**src/rtl/rob_pkg.sv**
```systemverilog
// Shared reorder-buffer configuration: default index width, instruction-kind
// encodings and the per-entry payload record.
package rob_pkg;

    localparam int DEF_ROB_SIZE_WIDTH = 3;

    typedef enum logic [1:0] {
        KIND_REG    = 2'b00,
        KIND_STORE  = 2'b01,
        KIND_BRANCH = 2'b10,
        KIND_NOP    = 2'b11
    } kind_e;

    typedef struct packed {
        kind_e       kind;
        logic [4:0]  rd;
        logic [31:0] value;
        logic [31:0] pred_pc;
    } rob_payload_t;

endpackage

```
**src/rtl/rob.sv**
```systemverilog
// Reorder buffer: in-order allocation and retirement, out-of-order writeback
// from the RS and LSB broadcast buses, operand forwarding and branch flush.
module rob
    import rob_pkg::*;
#(
    parameter int ROB_SIZE_WIDTH = DEF_ROB_SIZE_WIDTH
) (
    input  logic                      clk,
    input  logic                      rst,
    input  logic                      rdy,

    input  logic                      issue_valid,
    input  logic [4:0]                issue_rd,
    input  logic [1:0]                issue_kind,
    input  logic [31:0]               issue_pred_pc,
    output logic                      rob_full,
    output logic [ROB_SIZE_WIDTH-1:0] issue_rob_id,

    input  logic                      rs_ready,
    input  logic [ROB_SIZE_WIDTH-1:0] rs_rob_id,
    input  logic [31:0]               rs_value,
    input  logic                      lsb_ready,
    input  logic [ROB_SIZE_WIDTH-1:0] lsb_rob_id,
    input  logic [31:0]               lsb_value,

    input  logic [ROB_SIZE_WIDTH-1:0] query_id1,
    input  logic [ROB_SIZE_WIDTH-1:0] query_id2,
    output logic                      query_ready1,
    output logic                      query_ready2,
    output logic [31:0]               query_value1,
    output logic [31:0]               query_value2,

    output logic                      commit_valid,
    output logic [4:0]                commit_rd,
    output logic [31:0]               commit_value,
    output logic [ROB_SIZE_WIDTH-1:0] commit_rob_id,
    output logic                      commit_store,

    output logic                      rob_clear,
    output logic [31:0]               clear_pc,
    output logic [ROB_SIZE_WIDTH-1:0] head_rob_id
);

    localparam int ROB_SIZE = 2 ** ROB_SIZE_WIDTH;
    localparam logic [ROB_SIZE_WIDTH:0] FULL_COUNT = (ROB_SIZE_WIDTH + 1)'(ROB_SIZE);

    typedef logic [ROB_SIZE_WIDTH-1:0] idx_t;

    logic         busy_q  [ROB_SIZE];
    logic         busy_d  [ROB_SIZE];
    logic         ready_q [ROB_SIZE];
    logic         ready_d [ROB_SIZE];
    rob_payload_t entry_q [ROB_SIZE];
    rob_payload_t entry_d [ROB_SIZE];

    idx_t                    head_q, head_d;
    idx_t                    tail_q, tail_d;
    logic [ROB_SIZE_WIDTH:0] count_q, count_d;

    logic        commit_valid_q, commit_valid_d;
    logic        commit_store_q, commit_store_d;
    logic [4:0]  commit_rd_q, commit_rd_d;
    logic [31:0] commit_value_q, commit_value_d;
    idx_t        commit_id_q, commit_id_d;
    logic        clear_q, clear_d;
    logic [31:0] clear_pc_q, clear_pc_d;

    rob_payload_t head_entry;
    logic         rs_hit_head, lsb_hit_head, head_ready;
    logic [31:0]  head_value;
    logic         retire, issue_fire, mispredict;

    // Head readiness sees this cycle's broadcast so a result can retire on the
    // very edge that would otherwise only mark the entry ready.
    assign head_entry   = entry_q[head_q];
    assign rs_hit_head  = rs_ready && (rs_rob_id == head_q);
    assign lsb_hit_head = lsb_ready && (lsb_rob_id == head_q);
    assign head_value   = lsb_hit_head ? lsb_value :
                          rs_hit_head  ? rs_value  : head_entry.value;
    assign head_ready   = ready_q[head_q] || rs_hit_head || lsb_hit_head;
    assign retire       = rdy && !clear_q && busy_q[head_q] && head_ready;
    assign mispredict   = (head_entry.kind == KIND_BRANCH) && (head_value != head_entry.pred_pc);

    assign rob_full     = (count_q == FULL_COUNT);
    assign issue_fire   = issue_valid && !rob_full && rdy && !clear_q;
    assign issue_rob_id = tail_q;
    assign head_rob_id  = head_q;

    assign query_ready1 = (lsb_ready && lsb_rob_id == query_id1) ||
                          (rs_ready && rs_rob_id == query_id1) || ready_q[query_id1];
    assign query_value1 = (lsb_ready && lsb_rob_id == query_id1) ? lsb_value :
                          (rs_ready && rs_rob_id == query_id1)   ? rs_value  :
                                                                   entry_q[query_id1].value;
    assign query_ready2 = (lsb_ready && lsb_rob_id == query_id2) ||
                          (rs_ready && rs_rob_id == query_id2) || ready_q[query_id2];
    assign query_value2 = (lsb_ready && lsb_rob_id == query_id2) ? lsb_value :
                          (rs_ready && rs_rob_id == query_id2)   ? rs_value  :
                                                                   entry_q[query_id2].value;

    // Pulses are held (not dropped) while rdy is low and masked at the port,
    // so a pending flush is never lost across a stall.
    assign commit_valid  = commit_valid_q && rdy;
    assign commit_store  = commit_store_q && rdy;
    assign rob_clear     = clear_q && rdy;
    assign commit_rd     = commit_rd_q;
    assign commit_value  = commit_value_q;
    assign commit_rob_id = commit_id_q;
    assign clear_pc      = clear_pc_q;

    always_comb begin
        // NOTE: every _d gets its hold value first so no path can infer a latch.
        busy_d         = busy_q;
        ready_d        = ready_q;
        entry_d        = entry_q;
        head_d         = head_q;
        tail_d         = tail_q;
        count_d        = count_q;
        commit_valid_d = commit_valid_q;
        commit_store_d = commit_store_q;
        commit_rd_d    = commit_rd_q;
        commit_value_d = commit_value_q;
        commit_id_d    = commit_id_q;
        clear_d        = clear_q;
        clear_pc_d     = clear_pc_q;

        if (rdy) begin
            commit_valid_d = 1'b0;
            commit_store_d = 1'b0;
            clear_d        = 1'b0;

            if (clear_q) begin
                head_d  = '0;
                tail_d  = '0;
                count_d = '0;
                for (int i = 0; i < ROB_SIZE; i++) begin
                    busy_d[i]  = 1'b0;
                    ready_d[i] = 1'b0;
                end
            end else begin
                for (int i = 0; i < ROB_SIZE; i++) begin
                    if (busy_q[i] && lsb_ready && lsb_rob_id == idx_t'(i)) begin
                        ready_d[i]       = 1'b1;
                        entry_d[i].value = lsb_value;
                    end else if (busy_q[i] && rs_ready && rs_rob_id == idx_t'(i)) begin
                        ready_d[i]       = 1'b1;
                        entry_d[i].value = rs_value;
                    end
                end

                if (retire) begin
                    busy_d[head_q]  = 1'b0;
                    ready_d[head_q] = 1'b0;
                    head_d          = head_q + 1'b1;
                    commit_rd_d     = head_entry.rd;
                    commit_value_d  = head_value;
                    commit_id_d     = head_q;
                    commit_valid_d  = (head_entry.kind == KIND_REG);
                    commit_store_d  = (head_entry.kind == KIND_STORE);
                    if (mispredict) begin
                        clear_d    = 1'b1;
                        clear_pc_d = head_value;
                    end
                end

                if (issue_fire) begin
                    busy_d[tail_q]          = 1'b1;
                    ready_d[tail_q]         = (kind_e'(issue_kind) == KIND_NOP);
                    entry_d[tail_q].kind    = kind_e'(issue_kind);
                    entry_d[tail_q].rd      = issue_rd;
                    entry_d[tail_q].value   = '0;
                    entry_d[tail_q].pred_pc = issue_pred_pc;
                    tail_d                  = tail_q + 1'b1;
                end

                unique case ({issue_fire, retire})
                    2'b10:   count_d = count_q + 1'b1;
                    2'b01:   count_d = count_q - 1'b1;
                    default: count_d = count_q;
                endcase
            end
        end
    end

    always_ff @(posedge clk or negedge rst) begin
        if (!rst) begin
            head_q         <= '0;
            tail_q         <= '0;
            count_q        <= '0;
            for (int i = 0; i < ROB_SIZE; i++) begin
                busy_q[i]  <= 1'b0;
                ready_q[i] <= 1'b0;
            end
            commit_valid_q <= 1'b0;
            commit_store_q <= 1'b0;
            commit_rd_q    <= '0;
            commit_value_q <= '0;
            commit_id_q    <= '0;
            clear_q        <= 1'b0;
            clear_pc_q     <= '0;
        end else begin
            head_q         <= head_d;
            tail_q         <= tail_d;
            count_q        <= count_d;
            busy_q         <= busy_d;
            ready_q        <= ready_d;
            commit_valid_q <= commit_valid_d;
            commit_store_q <= commit_store_d;
            commit_rd_q    <= commit_rd_d;
            commit_value_q <= commit_value_d;
            commit_id_q    <= commit_id_d;
            clear_q        <= clear_d;
            clear_pc_q     <= clear_pc_d;
        end
    end

    // NOTE: the payload array is deliberately left without reset; busy/ready
    // gate every consumer, so stale contents are never observed.
    always_ff @(posedge clk) begin
        entry_q <= entry_d;
    end

endmodule

```
**config.mk**
```make
export PLATFORM = sky130hd
export DESIGN_NAME = rob
export DESIGN_NICKNAME = d
export VERILOG_FILES = /design/src/rtl/rob_pkg.sv /design/src/rtl/rob.sv
export SDC_FILE = /design/constraint.sdc
export NUM_CORES = 2
export LEC_CHECK = 0
export ABC_AREA = 1
export CORE_MARGIN = 4
export CORE_UTILIZATION = 24
export DETAILED_ROUTE_END_ITERATION = 8
export MAX_ROUTING_LAYER = met4
export PLACE_DENSITY = 0.4
export SYNTH_ARGS = -nofsm -noshare
export SYNTH_HDL_FRONTEND = slang
export SYNTH_SLANG_ARGS = --single-unit
```
**constraint.sdc**
```tcl
create_clock -name clk -period 33.1 [get_ports clk]
set_input_delay 9.93 -clock clk [delete_from_list [all_inputs] [get_ports clk]]
set_output_delay 9.93 -clock clk [all_outputs]
set_load 0.005 [all_outputs]
```
==> impl.org <==
** Run status
- Status :: finished, final reports clean

** Timing
- Setup violations remaining at the end of the flow were counted as 0.
- The final max-slew violation count came to 0.
- Hold is met by 470 ps.
- After layout, the minimum clock period comes to ~24000 ps.
- Sum of negative setup slack :: 0 ps
- Worst Skew :: 39.2 ps
- Final critical-path share of the clock period :: 0.738
- Setup repair after global routing left no endpoint under its margin.
- Based on the critical path, the design can be clocked at up to 40.9 MHz.
- Tightest slew margin relative to the limit :: 0.152
- Actual transition at the worst max-transition pin :: between 1000 and 1500 ps
- Hold Fails Final Rpt :: 0

** Clocking
- Skew-Pair Late Insertion Delay :: 730 ps
- # resized after CTS :: 0
- TritonCTS built the clock tree.
- The clock tree synthesis step divided the H-tree into 3 levels.
- The clock drives 669 sinks.
- Counting along the longest clock path gives a buffer depth of 3.
- Number of buffers inserted by post-CTS setup repair :: 0
- The tree is rooted in a sky130_fd_sc_hd__clkbuf_16.
- Clk pin slew, worst setup/hold paths :: 50 ps
- Hold repair after CTS inserted 0 buffers.
- Number of buffers created by CTS :: 89

** Placement
- Detailed placement finished with a half-perimeter wire length of ~130000 um.
- Including well taps, the total number of placed cells is 7095.
- Port buffering added 268 buffers.
- Routability-driven placement congestion ratio :: 0.874

** GRT
- Wire length of the first global-routing pass :: between 200000 and 300000 um
- Aggregate global routing overflow :: 0
- Number of global-route vias before repair :: around 36000
- The number of antenna violations at the first check in global routing is 40.
- Entering global routing, the biggest net connects between 100 and 150 pins.
- Global Route Usage Sum :: 0.249

** Layout
- At the end of the flow, the number of nets in the layout was 5136.
- In the final layout, the share of cells above drive strength 1 is 0.0566.
- The library cell used most frequently in the layout, excluding fill and tap cells, is sky130_fd_sc_hd__nand2_1.
- Fin cells :: ~7300
- In the layout the commonest cells are 982 x sky130_fd_sc_hd__nand2_1, 863 x sky130_fd_sc_hd__o21ai_0, 599 x sky130_fd_sc_hd__a21oi_1.
- Area added between synthesis and finish :: 19.7%

** Drt
- After the first detailed-routing iteration, the DRC count stood at 4824.
- Number of remaining DRC errors :: 0
- In the routed layout, each cell is associated on average with a via count of 5.34.
- Detailed-route wire length :: around 210000 um
- Routed wirelength normalized by instance count :: 29.2 um
- Routed via count :: just under 40000
- In this run the remaining antenna-violating nets after routing total 0.
- The first detailed-routing pass took 6 iterations.

** Die
- In this run the standard cell core region covers 0.163 mm^2.
- Horizontal die dimension :: 412 um
- The floorplan has 148 rows.
- Vertical die dimension :: 412 um
- The initial utilization of the core area, before any placement, comes to 0.241.
- Pin placement for this block handled ~270 I/O pins.
- Die Area :: 0.170 mm^2

** Worst setup path
- The worst setup path is launched from an input pin.
- Grouping stages by cell kind, the critical path spends the most delay in buffers and inverters.
- The worst setup path is captured at a primary output.
- Crit path DAT :: 14490 ps
- The largest single stage delay on the critical path is around 1100 ps.
- The largest individual stage delay along the critical path comes from the cell sky130_fd_sc_hd__o21ai_0.
- Critical-path cell list :: buf_4 > clkinv_2 > a221oi_1 > nand2_2 > buf_4 > o21ai_0 > clkdlybuf4s50_1
- Critical path's most frequent cell :: sky130_fd_sc_hd__buf_4
- By startpoint and endpoint, the worst setup path is classified as in -> out.
- In this run the worst path has a maximum fanout of 68.
- Endpoint required time on the critical path :: 23170 ps
- Worst setup slack for register-to-register paths :: 27540 ps
- Counting both buffers and inverters, the worst setup path holds a total of 4.

** Hold path
- The min-delay analysis places its worst path in the category reg -> reg.

** Synth
- Post-synthesis sequential element count :: 669
- In this run the cell area of the synthesized design comes to 0.0392 mm^2.
- For this run, the register share of the synthesized area comes to 0.499.
- Post-synth EDFFs :: between 500 and 600
- The netlist uses 40 different library cells.
- Count of mapped cells out of synthesis :: 4963
- In the synthesized netlist the dominant register cell turns out to be sky130_fd_sc_hd__edfxtp_1.
- Post-synthesis async set-or-reset flop share :: 0.151
- During synthesis, Yosys emitted a total of 0 warnings.
- Synthesis produced a netlist with a net count of slightly above 5000.
- Avg Synthesized Cell Area :: 7.91 um^2

** Power
- VDD sags by at most about 0.00006 V.
- The analysis attributes to cell leakage a power of ~18 nW.
- For this design the ratio of total power to cell area is between 80 and 90 mW/mm^2.

** Job
- Max-capacitance violation count :: 0
[Yosys cell counts, types with 31 or more instances]
cell | instances | area [um^2]
sky130_fd_sc_hd__a21oi_1 | 599 | 3000
sky130_fd_sc_hd__nor2_1 | 400 | 1500
sky130_fd_sc_hd__o21ai_0 | 863 | 4320
sky130_fd_sc_hd__clkbuf_1 | 256 | 961
sky130_fd_sc_hd__inv_1 | 352 | 1320
sky130_fd_sc_hd__nand4_1 | 40 | 250
sky130_fd_sc_hd__a31oi_1 | 39 | 244
sky130_fd_sc_hd__o22ai_1 | 32 | 200
sky130_fd_sc_hd__edfxtp_1 | 568 | 17100
sky130_fd_sc_hd__buf_1 | 39 | 146
sky130_fd_sc_hd__o211ai_1 | 89 | 668
sky130_fd_sc_hd__nand2_1 | 986 | 3700
sky130_fd_sc_hd__dfrtp_1 | 101 | 2530
sky130_fd_sc_hd__nand3_1 | 349 | 1750
sky130_fd_sc_hd__o311ai_0 | 31 | 272
sky130_fd_sc_hd__buf_2 | 101 | 505
[per-layer routing]
layer  global-route usage  share of wire  vias up
met2                0.368           0.43     2117
met3               0.0738           0.11      366
met5                    -              0        -
met1                0.334           0.43    19092
li1                     -              -    17426
met4               0.0618          0.027        0
[power breakdown]
part	leakage [nW]	switching, mW	internal [mW]
logic	9.74	1.27	0.513
registers	6.62	0.139	1.14
clock network	1.48	0.428	0.597
total	17.8	1.83	2.25
[logic make-up (layout without fill, tap and decap cells)]
group                      after synthesis  after routing  synth area share
buffers and inverters                  776            901            0.0790
adders and majority gates                4              4           0.00128
and+or+nand+nor                       1809           1809             0.189
DFF                                    669            669             0.499
xor gates and xnor gates                 4              4          0.000893
other                                    0             34                 0
AOI/OAI and AO/OA                     1701           1701             0.231
[metrics by stage]
step | total power [mW] | util | setup slack [ps] | instance area, um^2
4_1_cts | 4.09 | 0.288 | 8880 | 46900
3_3_place_gp | 3.05 | 0.270 | 8910 | 43800
2_1_floorplan | 2.24 | - | 5960 | 39200
6_report | 4.09 | 0.289 | 8680 | 47000
5_1_grt | 4.33 | 0.289 | 8470 | 46900
3_5_place_dp | 3.06 | 0.270 | 8880 | 43800
[worst reg2reg max path, cell delays in order (launching register included)]
cell and delay [ps]:
sky130_fd_sc_hd__dfrtp_1 720, sky130_fd_sc_hd__inv_2 270, sky130_fd_sc_hd__nor2_4 730, sky130_fd_sc_hd__buf_4 670
sky130_fd_sc_hd__buf_4 660, sky130_fd_sc_hd__nand3_1 200, sky130_fd_sc_hd__nand2_1 100, sky130_fd_sc_hd__nor2_1 50
sky130_fd_sc_hd__nand2_1 80, sky130_fd_sc_hd__nand3_1 140, sky130_fd_sc_hd__nand2_1 280, sky130_fd_sc_hd__nand2_1 90
sky130_fd_sc_hd__nand2_1 70, sky130_fd_sc_hd__inv_1 40, sky130_fd_sc_hd__nand2_1 40, sky130_fd_sc_hd__nor2_1 40
sky130_fd_sc_hd__nand2_1 50, sky130_fd_sc_hd__nor2_1 50, sky130_fd_sc_hd__nand2_2 50, sky130_fd_sc_hd__buf_4 440
sky130_fd_sc_hd__nand2_4 420, sky130_fd_sc_hd__nand2_1 200, sky130_fd_sc_hd__nand2_1 70
[final timing paths]
check / from / to / cells past startpoint
max in group asynchronous: rst / clear_pc[10] / 2
worst max-delay path: query_id1[0] / query_value1[21] / 7
min in group asynchronous: rst / clear_pc[30] / 1
worst min register to register: clear_pc[16] / clear_pc[16] / 2
worst max register to register: head_rob_id[2] / clear_pc[0] / 22
worst min-delay path: clear_pc[16] / clear_pc[16] / 2
[area by class of cell]
cell class | instances | area, um^2
Sequential cell | 669 | 19600
Clock buffer | 103 | 2300
Clock inverter | 65 | 756
Tap cell | 2175 | 2720
Multi-Input combinational cell | 3518 | 16700
Fill cell | 17628 | 116000
Antenna cell | 34 | 85.1
Timing Repair Buffer | 367 | 3430
Inverter | 366 | 1400
Note: power is estimated with default switching activity, not from simulation.
